<file path="src/rtl/layer2_conv_sched.sv">
// Layer-2 convolution scheduler: walks every KxK window of the input feature map, streams one
// feature-map/weight tap address per cycle to the conv array, then emits each window's result.
module layer2_conv_sched #(
  parameter int unsigned IN_W  = 12,
  parameter int unsigned K     = 5,
  parameter int unsigned TAPS  = 25,
  parameter int unsigned OUT_W = 8,
  parameter int unsigned AW    = 8
) (
  input  logic          clk_in,
  input  logic          rst_n,
  input  logic          layer_start,
  output logic [AW-1:0] fm_rd_addr,
  output logic [AW-1:0] wt_rd_addr,
  output logic          tap_valid,
  output logic          conv_start,
  input  logic          conv_ready,
  output logic          out_valid,
  output logic [AW-1:0] out_addr,
  output logic          busy,
  output logic          done
);

  localparam logic [2:0] StIdle    = 3'd0;
  localparam logic [2:0] StStart   = 3'd1;
  localparam logic [2:0] StStream  = 3'd2;
  localparam logic [2:0] StWaitRdy = 3'd3;
  localparam logic [2:0] StEmit    = 3'd4;
  localparam logic [2:0] StNext    = 3'd5;
  localparam logic [2:0] StFin     = 3'd6;

  localparam logic [AW-1:0] InW     = AW'(IN_W);
  localparam logic [AW-1:0] KEdge   = AW'(K);
  localparam logic [AW-1:0] OutW    = AW'(OUT_W);
  localparam logic [AW-1:0] LastK   = AW'(K - 1);
  localparam logic [AW-1:0] LastTap = AW'(TAPS - 1);
  localparam logic [AW-1:0] LastOut = AW'(OUT_W - 1);

  logic [2:0]    state_q, state_d;
  logic [AW-1:0] row_q, row_d;
  logic [AW-1:0] col_q, col_d;
  logic [AW-1:0] ky_q, ky_d;
  logic [AW-1:0] kx_q, kx_d;
  logic [AW-1:0] tap_q, tap_d;
  logic [AW-1:0] fm_q, fm_d;
  logic [AW-1:0] wt_q, wt_d;
  logic [AW-1:0] oa_q, oa_d;
  logic          issue;
  logic          tap_valid_q;

  always_comb begin
    state_d = state_q;
    row_d   = row_q;
    col_d   = col_q;
    ky_d    = ky_q;
    kx_d    = kx_q;
    tap_d   = tap_q;
    fm_d    = fm_q;
    wt_d    = wt_q;
    oa_d    = oa_q;
    issue   = 1'b0;
    case (state_q)
      StIdle: begin
        if (layer_start) begin
          row_d   = '0;
          col_d   = '0;
          ky_d    = '0;
          kx_d    = '0;
          tap_d   = '0;
          state_d = StStart;
        end
      end
      StStart: begin
        // Preload tap 0 so the address is on the bus in the first STREAM cycle.
        ky_d    = '0;
        kx_d    = '0;
        tap_d   = '0;
        fm_d    = row_q * InW + col_q;
        wt_d    = '0;
        state_d = StStream;
      end
      StStream: begin
        issue = 1'b1;
        if (tap_q == LastTap) begin
          state_d = StWaitRdy;
        end else begin
          tap_d = tap_q + 1'b1;
          if (kx_q == LastK) begin
            kx_d = '0;
            ky_d = ky_q + 1'b1;
          end else begin
            kx_d = kx_q + 1'b1;
          end
          fm_d = (row_q + ky_d) * InW + col_q + kx_d;
          wt_d = ky_d * KEdge + kx_d;
        end
      end
      StWaitRdy: begin
        if (conv_ready) begin
          state_d = StEmit;
        end
      end
      StEmit: begin
        // Conv array output register settles this cycle; result is flagged in NEXT.
        oa_d    = row_q * OutW + col_q;
        state_d = StNext;
      end
      StNext: begin
        state_d = StStart;
        if (col_q == LastOut) begin
          col_d = '0;
          if (row_q == LastOut) begin
            state_d = StFin;
          end else begin
            row_d = row_q + 1'b1;
          end
        end else begin
          col_d = col_q + 1'b1;
        end
      end
      StFin: begin
        state_d = StIdle;
      end
      default: begin
        state_d = StIdle;
      end
    endcase
  end

  always_ff @(posedge clk_in or posedge rst_n) begin
    if (rst_n) begin
      state_q     <= StIdle;
      row_q       <= '0;
      col_q       <= '0;
      ky_q        <= '0;
      kx_q        <= '0;
      tap_q       <= '0;
      fm_q        <= '0;
      wt_q        <= '0;
      oa_q        <= '0;
      tap_valid_q <= 1'b0;
    end else begin
      state_q     <= state_d;
      row_q       <= row_d;
      col_q       <= col_d;
      ky_q        <= ky_d;
      kx_q        <= kx_d;
      tap_q       <= tap_d;
      fm_q        <= fm_d;
      wt_q        <= wt_d;
      oa_q        <= oa_d;
      tap_valid_q <= issue;
    end
  end

  assign fm_rd_addr = fm_q;
  assign wt_rd_addr = wt_q;
  assign out_addr   = oa_q;
  assign tap_valid  = tap_valid_q;
  assign conv_start = (state_q == StStart);
  assign out_valid  = (state_q == StNext);
  assign done       = (state_q == StFin);
  assign busy       = (state_q != StIdle) && (state_q != StFin);

endmodule

</file>
<file path="config.mk">
export PLATFORM = sky130hd
export DESIGN_NAME = layer2_conv_sched
export DESIGN_NICKNAME = d
export VERILOG_FILES = /design/src/rtl/layer2_conv_sched.sv
export SDC_FILE = /design/constraint.sdc
export NUM_CORES = 1
export LEC_CHECK = 0
export ABC_AREA = 1
export CORE_ASPECT_RATIO = 2
export CORE_MARGIN = 2
export CORE_UTILIZATION = 45
export CTS_CLUSTER_SIZE = 40
export DETAILED_ROUTE_END_ITERATION = 8
export GPL_TIMING_DRIVEN = 0
export PLACE_DENSITY = 0.74
export SLEW_MARGIN = 10
export SYNTH_ARGS = -nofsm -noshare
export SYNTH_HDL_FRONTEND = slang
export SYNTH_SLANG_ARGS = --single-unit
</file>
<file path="constraint.sdc">
create_clock -name clk_in -period 8.7 [get_ports clk_in]
set_input_delay 2.61 -clock clk_in [delete_from_list [all_inputs] [get_ports clk_in]]
set_output_delay 2.61 -clock clk_in [all_outputs]
set_load 0.1 [all_outputs]
</file>
After elaboration in Yosys (flattened, before gate mapping):

Cells that the tools add are included.
Widths: inputs -> output; s select.

* logic and storage cells: 81
* input bits: 4
* flip-flop bits (word level): 68
* output and inout bits: 29

* reductions and logical operators: 11
* add/subtract/negate cells: 11
* equal/unequal tests: 17
* multiply operators: 3
* mux-type cells: 29

Operator list (number)
* $mux 8: 15
* $pmux 8 s3: 3
* $pmux 8 s2: 4
* $add 8x8->8: 6
* $add 8x1->8 const B: 5
* $eq 8x3->1 const B: 3
* $pmux 3 s6: 1
* $mul 8x2->6 const B: 2
* $mux 3: 5
* $ne 2x2->1 const B: 5
* $eq 3x3->1 const B: 3
* $eq 8x5->1 const B: 1
* $mul 8x3->8 const B: 1
* $eq 3x2->1 const B: 2
* $reduce_and 3->1: 2
* $reduce_bool 3->1: 2
* $reduce_and 2->1: 2
* $reduce_and 4->1: 1
* $reduce_bool 2->1: 2
* $eq 3x1->1 const B: 1
* $logic_not 3->1: 1
* $ne 3x3->1 const B: 1
* $ne 2x1->1 const B: 1
* $logic_and 1x1->1: 1
* $mux 1: 1

Logic depth before layout (Yosys ltp):

Gate-level depths: netlist of run 1.

* depth in word-level cells: 10
* gate-level depth with buffers: 33

Least setup slack after synthesis of run 1:

Ideal clock, no wire load.

* path type: reg-to-output
* from: register state_q[2]
* to: output port busy
* arrival time: 2.777 ns
* path buffers: 0
* setup slack: 3.313 ns
* cell stages (with the launch flop): 4
* data required time: 6.090 ns
* cells stage by stage: dfrtp_1 nand2_1 nor2_1 nor2_1

* longest elaborated chain between the ends: 2

Ends and longest elaborated chain
* start: declaration: RTL line 39 `logic [2:0] state_q, state_d;`
* start signal: assignment: RTL line 132 `state_q <= StIdle;`
* start signal: assignment: RTL line 143 `state_q <= state_d;`
* $ne 3x3->1 or $reduce_bool 3->1 (tied branches): RTL line 163 `assign busy = (state_q != StIdle) && (state_q != StFin);`
* $logic_and 1x1->1 (*): RTL line 163
* end: declaration: RTL line 20 `output logic busy,`

Every way passes the cells marked *; elsewhere a longest branch is shown, timed or not.

Final worst setup path of run 1:

* from: register kx_q[0]
* to: register fm_q[7] (netlist: fm_rd_addr[7])

* longest elaborated chain between the ends: 10

Ends and longest elaborated chain
* start: declaration: RTL line 43 `logic [AW-1:0] kx_q, kx_d;`
* start signal: assignment: RTL line 147 `kx_q <= kx_d;`
* $eq 8x3->1: RTL line 88 `if (kx_q == LastK) begin`
* $mux 8: RTL line 88
* $mux 8: RTL line 84 `if (tap_q == LastTap) begin`
* $mux 8: RTL line 62 `case (state_q)`
* $add 8x8->8: RTL line 94 `fm_d = (row_q + ky_d) * InW + col_q + kx_d;`
* $mul 8x2->6: RTL line 94
* $add 8x8->8: RTL line 94
* $add 8x8->8 (*): RTL line 94
* $mux 8 (*): RTL line 84
* $pmux 8 s2 (*): RTL line 62
* end signal: assignment: RTL line 149 `fm_q <= fm_d;`
* end: declaration: RTL line 45 `logic [AW-1:0] fm_q, fm_d;`

Every way passes the cells marked *; elsewhere a longest branch is shown, timed or not. The select of a mux whose other input is x is not followed.
A chain may end at the register's enable or synchronous reset.

==> results of run 1 <==
-- report_power, final --
part	switching, W	internal, W
combinational	0.000988	0.000399
clock	0.000140	0.000250
sequential	0.0000868	0.000411
total	0.00122	0.00106
-- worst reg2reg max path: cells and delay by family, from the launching register on --
| family | cells | cell delay (ns) |
|---|---|---|
| xor gates and xnor gates | 3 | 0.51 |
| buffers and inverters | 6 | 0.53 |
| adders and majority gates | 5 | 1.77 |
| and+or+nand+nor | 11 | 0.87 |
| DFF | 1 | 0.40 |
| AOI/OAI and AO/OA | 4 | 1.33 |
-- per-layer routing --
layer	track usage [%]	wire (um)
met1	22.1	4560
met2	44.5	7600
met3	3.34	367
met4	16.8	992
met5	0	0
-- flip-flops by register name, summed over array words and instances (netlist names), 8 cells and up --
name,flops
col_q,8
fm_rd_addr,8
kx_q,8
ky_q,8
out_addr,8
row_q,8
tap_q,8
wt_rd_addr,8
-- cell usage after synthesis --
cell type	number
sky130_fd_sc_hd__clkbuf_1	5
sky130_fd_sc_hd__nand3_1	37
sky130_fd_sc_hd__o21ai_1	7
sky130_fd_sc_hd__buf_4	1
sky130_fd_sc_hd__fa_1	16
sky130_fd_sc_hd__o311ai_1	1
sky130_fd_sc_hd__nand2_2	3
sky130_fd_sc_hd__o21ai_2	1
sky130_fd_sc_hd__nor2_8	2
sky130_fd_sc_hd__xnor2_1	9
sky130_fd_sc_hd__a31o_2	1
sky130_fd_sc_hd__a21oi_1	26
sky130_fd_sc_hd__o21bai_1	2
sky130_fd_sc_hd__nor2_2	2
sky130_fd_sc_hd__nor4_1	2
sky130_fd_sc_hd__nand2_8	1
sky130_fd_sc_hd__xor2_1	28
sky130_fd_sc_hd__o21ai_4	1
sky130_fd_sc_hd__a21oi_4	1
sky130_fd_sc_hd__nand3b_1	2
sky130_fd_sc_hd__nor2_4	1
sky130_fd_sc_hd__ha_1	53
sky130_fd_sc_hd__nor3_4	1
sky130_fd_sc_hd__inv_2	5
sky130_fd_sc_hd__o21ai_0	30
sky130_fd_sc_hd__nor3_1	13
sky130_fd_sc_hd__nand2_1	136
sky130_fd_sc_hd__dfrtp_1	68
sky130_fd_sc_hd__inv_6	2
sky130_fd_sc_hd__o32ai_1	2
sky130_fd_sc_hd__a31oi_1	7
sky130_fd_sc_hd__inv_1	105
sky130_fd_sc_hd__o31ai_1	1
sky130_fd_sc_hd__buf_2	5
sky130_fd_sc_hd__nor2_1	42
sky130_fd_sc_hd__o21a_1	1
sky130_fd_sc_hd__o22ai_1	16
sky130_fd_sc_hd__nand4_2	1
sky130_fd_sc_hd__o41ai_1	1
sky130_fd_sc_hd__a21o_1	1
sky130_fd_sc_hd__nand4_1	11
sky130_fd_sc_hd__a22o_1	1
-- cell type report --
cell class                      count  share of cell area [%]
Inverter                          112                    7.14
Clock buffer                        9                    3.71
Timing Repair Buffer               33                    5.61
Sequential cell                    68                    28.1
Multi-Input combinational cell    460                    50.2
Tap cell                          142                    2.93
Clock inverter                      6                    1.49
Buffer                             11                   0.846
-- through the flow --
step	instances	area [um2]	total power, W	util (%)
2_1_floorplan	651	5230	0.00152	-
3_3_place_gp	825	5730	0.00185	50.4
3_5_place_dp	826	5750	0.00188	50.6
4_1_cts	841	6060	0.00228	53.4
5_1_grt	841	6060	0.00243	53.4
6_report	841	6060	0.00227	53.4
-- cell families after synthesis --
logic type	count (synthesis)	synth area share [%]
adder cells (fa/ha/maj)	69	18.8
flip-flops	68	32.6
AND/OR/NAND/NOR	254	21.9
XOR/XNOR	37	6.20
buffers and inverters	123	9.22
AO/OA/AOI/OAI	100	11.3
-- final timing paths --
kind	startpoint	to	slack (ns)	cells past startpoint
min	out_addr[3]$_DFFE_PP0P_	out_addr[3]$_DFFE_PP0P_	0.48	2
max in group asynchronous	rst_n	row_q[1]$_DFFE_PP0P_	5.52	3
max reg2reg	kx_q[0]$_DFFE_PP0P_	fm_rd_addr[7]$_DFFE_PP0P_	3.18	29
min reg2reg	out_addr[3]$_DFFE_PP0P_	out_addr[3]$_DFFE_PP0P_	0.48	2
max	kx_q[0]$_DFFE_PP0P_	fm_rd_addr[7]$_DFFE_PP0P_	3.18	29
min in group asynchronous	rst_n	tap_q[2]$_DFFE_PP0P_	2.63	2
==> out/metrics.json, run 1 <==
{
  "layout_commonest_cell": {"value": "sky130_fd_sc_hd__nand2_1"},
  "drv_cap": {"value": 0},
  "via_count": {"value": 4582},
  "setup-tns-final": {"value": 0, "unit": "ns"},
  "final-seq-area": {"value": 1700, "unit": "um2"},
  "routed_via_density": {"value": 5.45},
  "antenna_diode_count": {"value": 0},
  "pin_count": {"value": 33},
  "grt_start_max_net_pins": {"value": 38},
  "path_common_cell": {"value": "sky130_fd_sc_hd__nand2_1"},
  "first_global_vias": {"value": 4933},
  "syn_area_per_cell": {"value": 8.03, "unit": "um2"},
  "run_status": {"value": "complete, no violations"},
  "power.ir.vdd_worst": {"value": 0.000273, "unit": "V"},
  "grt_antenna_before_repair": {"value": 0},
  "die_area": {"value": 12500, "unit": "um2"},
  "insertion_delay_to_the_later_sink_of_the_worst_skew_pair": {"value": 0.33, "unit": "ns"},
  "layout.cells.most_common_list": {"value": "sky130_fd_sc_hd__nand2_1 (136), sky130_fd_sc_hd__inv_1 (104), sky130_fd_sc_hd__dfrtp_1 (68)"},
  "hold_viol_final": {"value": 0},
  "fp.dieH": {"value": 156, "unit": "um"},
  "ant_nets": {"value": 0},
  "cts.repair.resized": {"value": 0},
  "worstPathMaxFanout": {"value": 10},
  "timing_max_transition_violations_final": {"value": 0},
  "nNetsFinal": {"value": 768},
  "worstSetupPathType": {"value": "reg2reg"},
  "gr-usage-all-layers": {"value": 23.5, "unit": "%"},
  "final.min_clock_period": {"value": 5.52, "unit": "ns"},
  "design.core.area": {"value": 11400, "unit": "um2"},
  "die_w": {"value": 80.2, "unit": "um"},
  "grt_overflow_total": {"value": 0},
  "cp.buffers_inverters": {"value": 6},
  "cts_post_setup_buffers_inserted": {"value": 0},
  "crit_path_start_kind": {"value": "register"},
  "syn2layout_area_growth": {"value": 16.0, "unit": "%"},
  "total_leakage_power": {"value": 3.12, "unit": "nW"},
  "synth_seq_area_share": {"value": 32.6, "unit": "%"},
  "detail_route.first_pass.iterations": {"value": 5},
  "worst_slack": {"value": 3.18, "unit": "ns"},
  "rsz0062_at_grt": {"value": "false"},
  "cts-root-buf": {"value": "sky130_fd_sc_hd__clkbuf_16"},
  "drt_iter0_drc": {"value": 275},
  "post-route-drc-count": {"value": 0},
  "timing_worst_slew_pin_value": {"value": 1.02, "unit": "ns"},
  "synthesis.nets": {"value": 724},
  "critical_path.top_delay_family": {"value": "adder cells"},
  "timing.final.setup_violations": {"value": 0},
  "route.final.wire_length": {"value": 13500, "unit": "um"},
  "tritoncts": {"value": "built"},
  "fin_worst_hold_slack": {"value": 0.481, "unit": "ns"},
  "period_share": {"value": 63.4, "unit": "%"},
  "fin_skew": {"value": 0.00564, "unit": "ns"},
  "synthesis.area": {"value": 5230, "unit": "um2"},
  "cp.required": {"value": 8.92, "unit": "ns"},
  "port_buffer_count": {"value": 32},
  "synth.distinct_cells": {"value": 42},
  "cp.arrival": {"value": 5.74, "unit": "ns"},
  "fp-row-count": {"value": 55},
  "worst_setup_path_end_kind": {"value": "register"},
  "delay_of_the_slowest_cell_on_the_worst_path": {"value": 0.81, "unit": "ns"},
  "hpwlAfterDp": {"value": 10800, "unit": "um"},
  "drt-wirelength-per-cell": {"value": 16.1, "unit": "um"},
  "grt_first_pass_wirelength": {"value": 22700, "unit": "um"},
  "synth.top_cell.area_share": {"value": 32.6, "unit": "%"},
  "initial_utilization": {"value": 46.0, "unit": "%"},
  "post_synth_main_area_contributors": {"value": "sky130_fd_sc_hd__dfrtp_1 (33%), sky130_fd_sc_hd__ha_1 (13%), sky130_fd_sc_hd__nand2_1 (9.8%), sky130_fd_sc_hd__inv_1 (7.5%), sky130_fd_sc_hd__fa_1 (6.1%)"},
  "yosys_warning_count": {"value": 0},
  "final_layout_size_suffix_gt1_share": {"value": 6.44, "unit": "%"},
  "clock_path_buffers": {"value": 2},
  "post-place-ws": {"value": 3.23, "unit": "ns"},
  "multi_input_area": {"value": 3040, "unit": "um2"},
  "yosysTopAreaCell": {"value": "sky130_fd_sc_hd__dfrtp_1"},
  "min_path_type": {"value": "reg2reg"},
  "ctsHoldBuffers": {"value": 0},
  "fillers": {"value": 1054},
  "numCtsBuffers": {"value": 9},
  "clock_sinks": {"value": 68},
  "achievable-frequency": {"value": 181, "unit": "MHz"},
  "power_density_relative_to_cell_area": {"value": 375, "unit": "nW/um2"},
  "post_synth_inst_count": {"value": 651},
  "slew-limit-headroom": {"value": 31.4, "unit": "%"},
  "gp_congestion": {"value": 0.886},
  "clk_transition_reported_paths": {"value": 0.06, "unit": "ns"},
  "htree_num_levels": {"value": 3},
  "crit_path_top_delay_cell": {"value": "sky130_fd_sc_hd__o21ai_0"},
  "yosys_register_bits": {"value": 68}
}
(Power assumes the default switching activity.)
==> run 2: changes to the inputs <==
- clock period: 8.7 -> 5.2 ns (I/O delays scaled with it)
==> run 2 against run 1 <==
Against the previous run: cell count rose by 0.48%; cell area increased by 2.0%; utilization up 1.1 points; via count increased by 0.28%; first-iteration DRC count grew 16%; hold slack about the same; non-clock buffer count increased by 4; combinational power rose by 70%; register-to-register slack worse by 2.9 ns; critical path depth decreased by 2; total power up 69%.
==> out/metrics.json, run 2 (synthesized netlist as in run 1, its figures left out) <==
{
  "timing.final.setup_violations": {"value": 0},
  "syn2layout_area_growth": {"value": 18.3, "unit": "%"},
  "tritoncts": {"value": "built"},
  "achievable-frequency": {"value": 202, "unit": "MHz"},
  "grt_first_pass_wirelength": {"value": 22800, "unit": "um"},
  "slew-limit-headroom": {"value": 33.2, "unit": "%"},
  "detail_route.first_pass.iterations": {"value": 5},
  "final-seq-area": {"value": 1700, "unit": "um2"},
  "hpwlAfterDp": {"value": 10800, "unit": "um"},
  "via_count": {"value": 4595},
  "cts-root-buf": {"value": "sky130_fd_sc_hd__clkbuf_16"},
  "grt_start_max_net_pins": {"value": 38},
  "fp.dieH": {"value": 156, "unit": "um"},
  "clk_transition_reported_paths": {"value": 0.06, "unit": "ns"},
  "post-route-drc-count": {"value": 0},
  "stdcell_area": {"value": 6180, "unit": "um2"},
  "worstSetupPathType": {"value": "reg2reg"},
  "cp.buffers_inverters": {"value": 6},
  "fin_skew": {"value": 0.00608, "unit": "ns"},
  "final_layout_size_suffix_gt1_share": {"value": 9.39, "unit": "%"},
  "first_global_vias": {"value": 4985},
  "timing_worst_slew_pin_value": {"value": 0.998, "unit": "ns"},
  "final.min_clock_period": {"value": 4.94, "unit": "ns"},
  "cp.required": {"value": 5.43, "unit": "ns"},
  "die_w": {"value": 80.2, "unit": "um"},
  "design.core.area": {"value": 11400, "unit": "um2"},
  "insertion_delay_to_the_later_sink_of_the_worst_skew_pair": {"value": 0.34, "unit": "ns"},
  "power.ir.vdd_worst": {"value": 0.000458, "unit": "V"},
  "clock_path_buffers": {"value": 2},
  "route.final.wire_length": {"value": 13700, "unit": "um"},
  "path_common_cell": {"value": "sky130_fd_sc_hd__nand2_1"},
  "layout_commonest_cell": {"value": "sky130_fd_sc_hd__nand2_1"},
  "worstPathMaxFanout": {"value": 10},
  "ant_nets": {"value": 0},
  "delay_of_the_slowest_cell_on_the_worst_path": {"value": 0.47, "unit": "ns"},
  "run_status": {"value": "complete, no violations"},
  "min_path_type": {"value": "reg2reg"},
  "hold_viol_final": {"value": 0},
  "ctsHoldBuffers": {"value": 0},
  "drv_cap": {"value": 0},
  "setup-tns-final": {"value": 0, "unit": "ns"},
  "grt_overflow_total": {"value": 0},
  "layout.cells.most_common_list": {"value": "sky130_fd_sc_hd__nand2_1 (135), sky130_fd_sc_hd__inv_1 (100), sky130_fd_sc_hd__dfrtp_1 (68)"},
  "pin_count": {"value": 33},
  "timing_max_transition_violations_final": {"value": 0},
  "overall_power_after_layout": {"value": 0.00385, "unit": "W"},
  "port_buffer_count": {"value": 32},
  "drt-wirelength-per-cell": {"value": 16.2, "unit": "um"},
  "power_density_relative_to_cell_area": {"value": 622, "unit": "nW/um2"},
  "gp_congestion": {"value": 0.886},
  "cp.arrival": {"value": 5.17, "unit": "ns"},
  "routed_via_density": {"value": 5.44},
  "die_area": {"value": 12500, "unit": "um2"},
  "numCtsBuffers": {"value": 9},
  "worst_slack": {"value": 0.258, "unit": "ns"},
  "clock_sinks": {"value": 68},
  "worst_setup_path_end_kind": {"value": "register"},
  "fp-row-count": {"value": 55},
  "fin_cells": {"value": 845},
  "fillers": {"value": 1032},
  "placed_cells_incl_taps": {"value": 826},
  "nNetsFinal": {"value": 772},
  "gr-usage-all-layers": {"value": 23.7, "unit": "%"},
  "period_share": {"value": 95.0, "unit": "%"},
  "initial_utilization": {"value": 46.0, "unit": "%"},
  "post-place-ws": {"value": -0.275, "unit": "ns"},
  "multi_input_area": {"value": 3130, "unit": "um2"},
  "critical_path.top_delay_family": {"value": "adder cells"},
  "grt_antenna_before_repair": {"value": 0},
  "drt_iter0_drc": {"value": 320},
  "placed_area": {"value": 5750, "unit": "um2"},
  "htree_num_levels": {"value": 3},
  "crit_path_top_delay_cell": {"value": "sky130_fd_sc_hd__fa_1"},
  "antenna_diode_count": {"value": 0},
  "crit_path_start_kind": {"value": "register"},
  "total_leakage_power": {"value": 3.14, "unit": "nW"}
}
-- run 2: cell count changes in the layout (fill, tap and decap cells not counted), sizes merged --
| cell | before | now |
|---|---|---|
| buf | 7 | 11 |
-- run 2: final cells by class --
cell class	instances	area share, %
multi-input combinational	460	50.6
sequential	68	27.5
inverter	112	7.00
timing repair buffer	37	5.99
clock buffer	9	3.64
tap	142	2.87
clock inverter	6	1.46
buffer	11	0.931
-- run 2: worst paths after layout --
kind	start	to	slack [ns]	depth (start not counted)
min in group asynchronous	rst_n	tap_q[2]$_DFFE_PP0P_	1.58	2
worst max-delay path	kx_q[1]$_DFFE_PP0P_	fm_rd_addr[7]$_DFFE_PP0P_	0.26	27
worst max register to register	kx_q[1]$_DFFE_PP0P_	fm_rd_addr[7]$_DFFE_PP0P_	0.26	27
worst min-delay path	out_addr[3]$_DFFE_PP0P_	out_addr[3]$_DFFE_PP0P_	0.48	2
worst min register to register	out_addr[3]$_DFFE_PP0P_	out_addr[3]$_DFFE_PP0P_	0.48	2
max in group asynchronous	rst_n	row_q[0]$_DFFE_PP0P_	3.07	3
-- run 2: what timing repair did --
| item | 4_1_cts | 5_1_grt |
|---|---|---|
| resized for setup | 8 | 13 |
| pin swaps | 1 | 5 |
| gates cloned | 0 | 0 |
| setup buffers | 0 | 4 |
| endpoints found under the setup margin | 1 | 1 |
-- run 2: routing by layer --
layer / part of all wire [%] / GRT usage (%) / vias up
met5: 0 / 0 / -
met4: 7.6 / 17.4 / 0
met3: 2.2 / 3.34 / 57
met2: 56 / 44.7 / 113
met1: 34 / 22.1 / 2203
li1: - / - / 2222
-- run 2: metrics by stage --
| step | hold slack (ns) | util (%) |
|---|---|---|
| 6_report | 0.481 | 54.5 |
| 2_1_floorplan | 0.471 | - |
| 3_3_place_gp | 0.460 | 50.4 |
| 4_1_cts | 0.483 | 53.7 |
| 3_5_place_dp | 0.467 | 50.6 |
| 5_1_grt | 0.499 | 54.5 |
-- run 2: power breakdown --
| group | leakage (nW) | total (W) | switching [W] | internal [W] |
|---|---|---|---|---|
| Sequential | 0.909 | 0.000832 | 0.000145 | 0.000687 |
| Clock | 0.151 | 0.000653 | 0.000235 | 0.000417 |
| Combinational | 2.08 | 0.00236 | 0.00167 | 0.000691 |
| Total | 3.14 | 0.00385 | 0.00205 | 0.00180 |
-- run 2: worst register-to-register path: stages (launching register included) --
cell and delay, ns:
sky130_fd_sc_hd__dfrtp_1 0.40, sky130_fd_sc_hd__inv_1 0.10, sky130_fd_sc_hd__ha_1 0.15, sky130_fd_sc_hd__nand3_1 0.12, sky130_fd_sc_hd__nor2_2 0.18, sky130_fd_sc_hd__buf_6 0.19, sky130_fd_sc_hd__xor2_2 0.18, sky130_fd_sc_hd__inv_2 0.10
sky130_fd_sc_hd__ha_1 0.25, sky130_fd_sc_hd__fa_2 0.38, sky130_fd_sc_hd__xor2_2 0.19, sky130_fd_sc_hd__buf_4 0.16, sky130_fd_sc_hd__fa_1 0.47, sky130_fd_sc_hd__xor2_2 0.17, sky130_fd_sc_hd__fa_1 0.44, sky130_fd_sc_hd__ha_1 0.35
sky130_fd_sc_hd__nand2_1 0.08, sky130_fd_sc_hd__inv_1 0.05, sky130_fd_sc_hd__nand3_1 0.11, sky130_fd_sc_hd__nand3_1 0.08, sky130_fd_sc_hd__nand2_1 0.06, sky130_fd_sc_hd__nand2_1 0.08, sky130_fd_sc_hd__xnor2_2 0.18, sky130_fd_sc_hd__inv_1 0.05
sky130_fd_sc_hd__nand2_1 0.06, sky130_fd_sc_hd__nand3_1 0.08, sky130_fd_sc_hd__nand2_2 0.12, sky130_fd_sc_hd__nand2_1 0.05
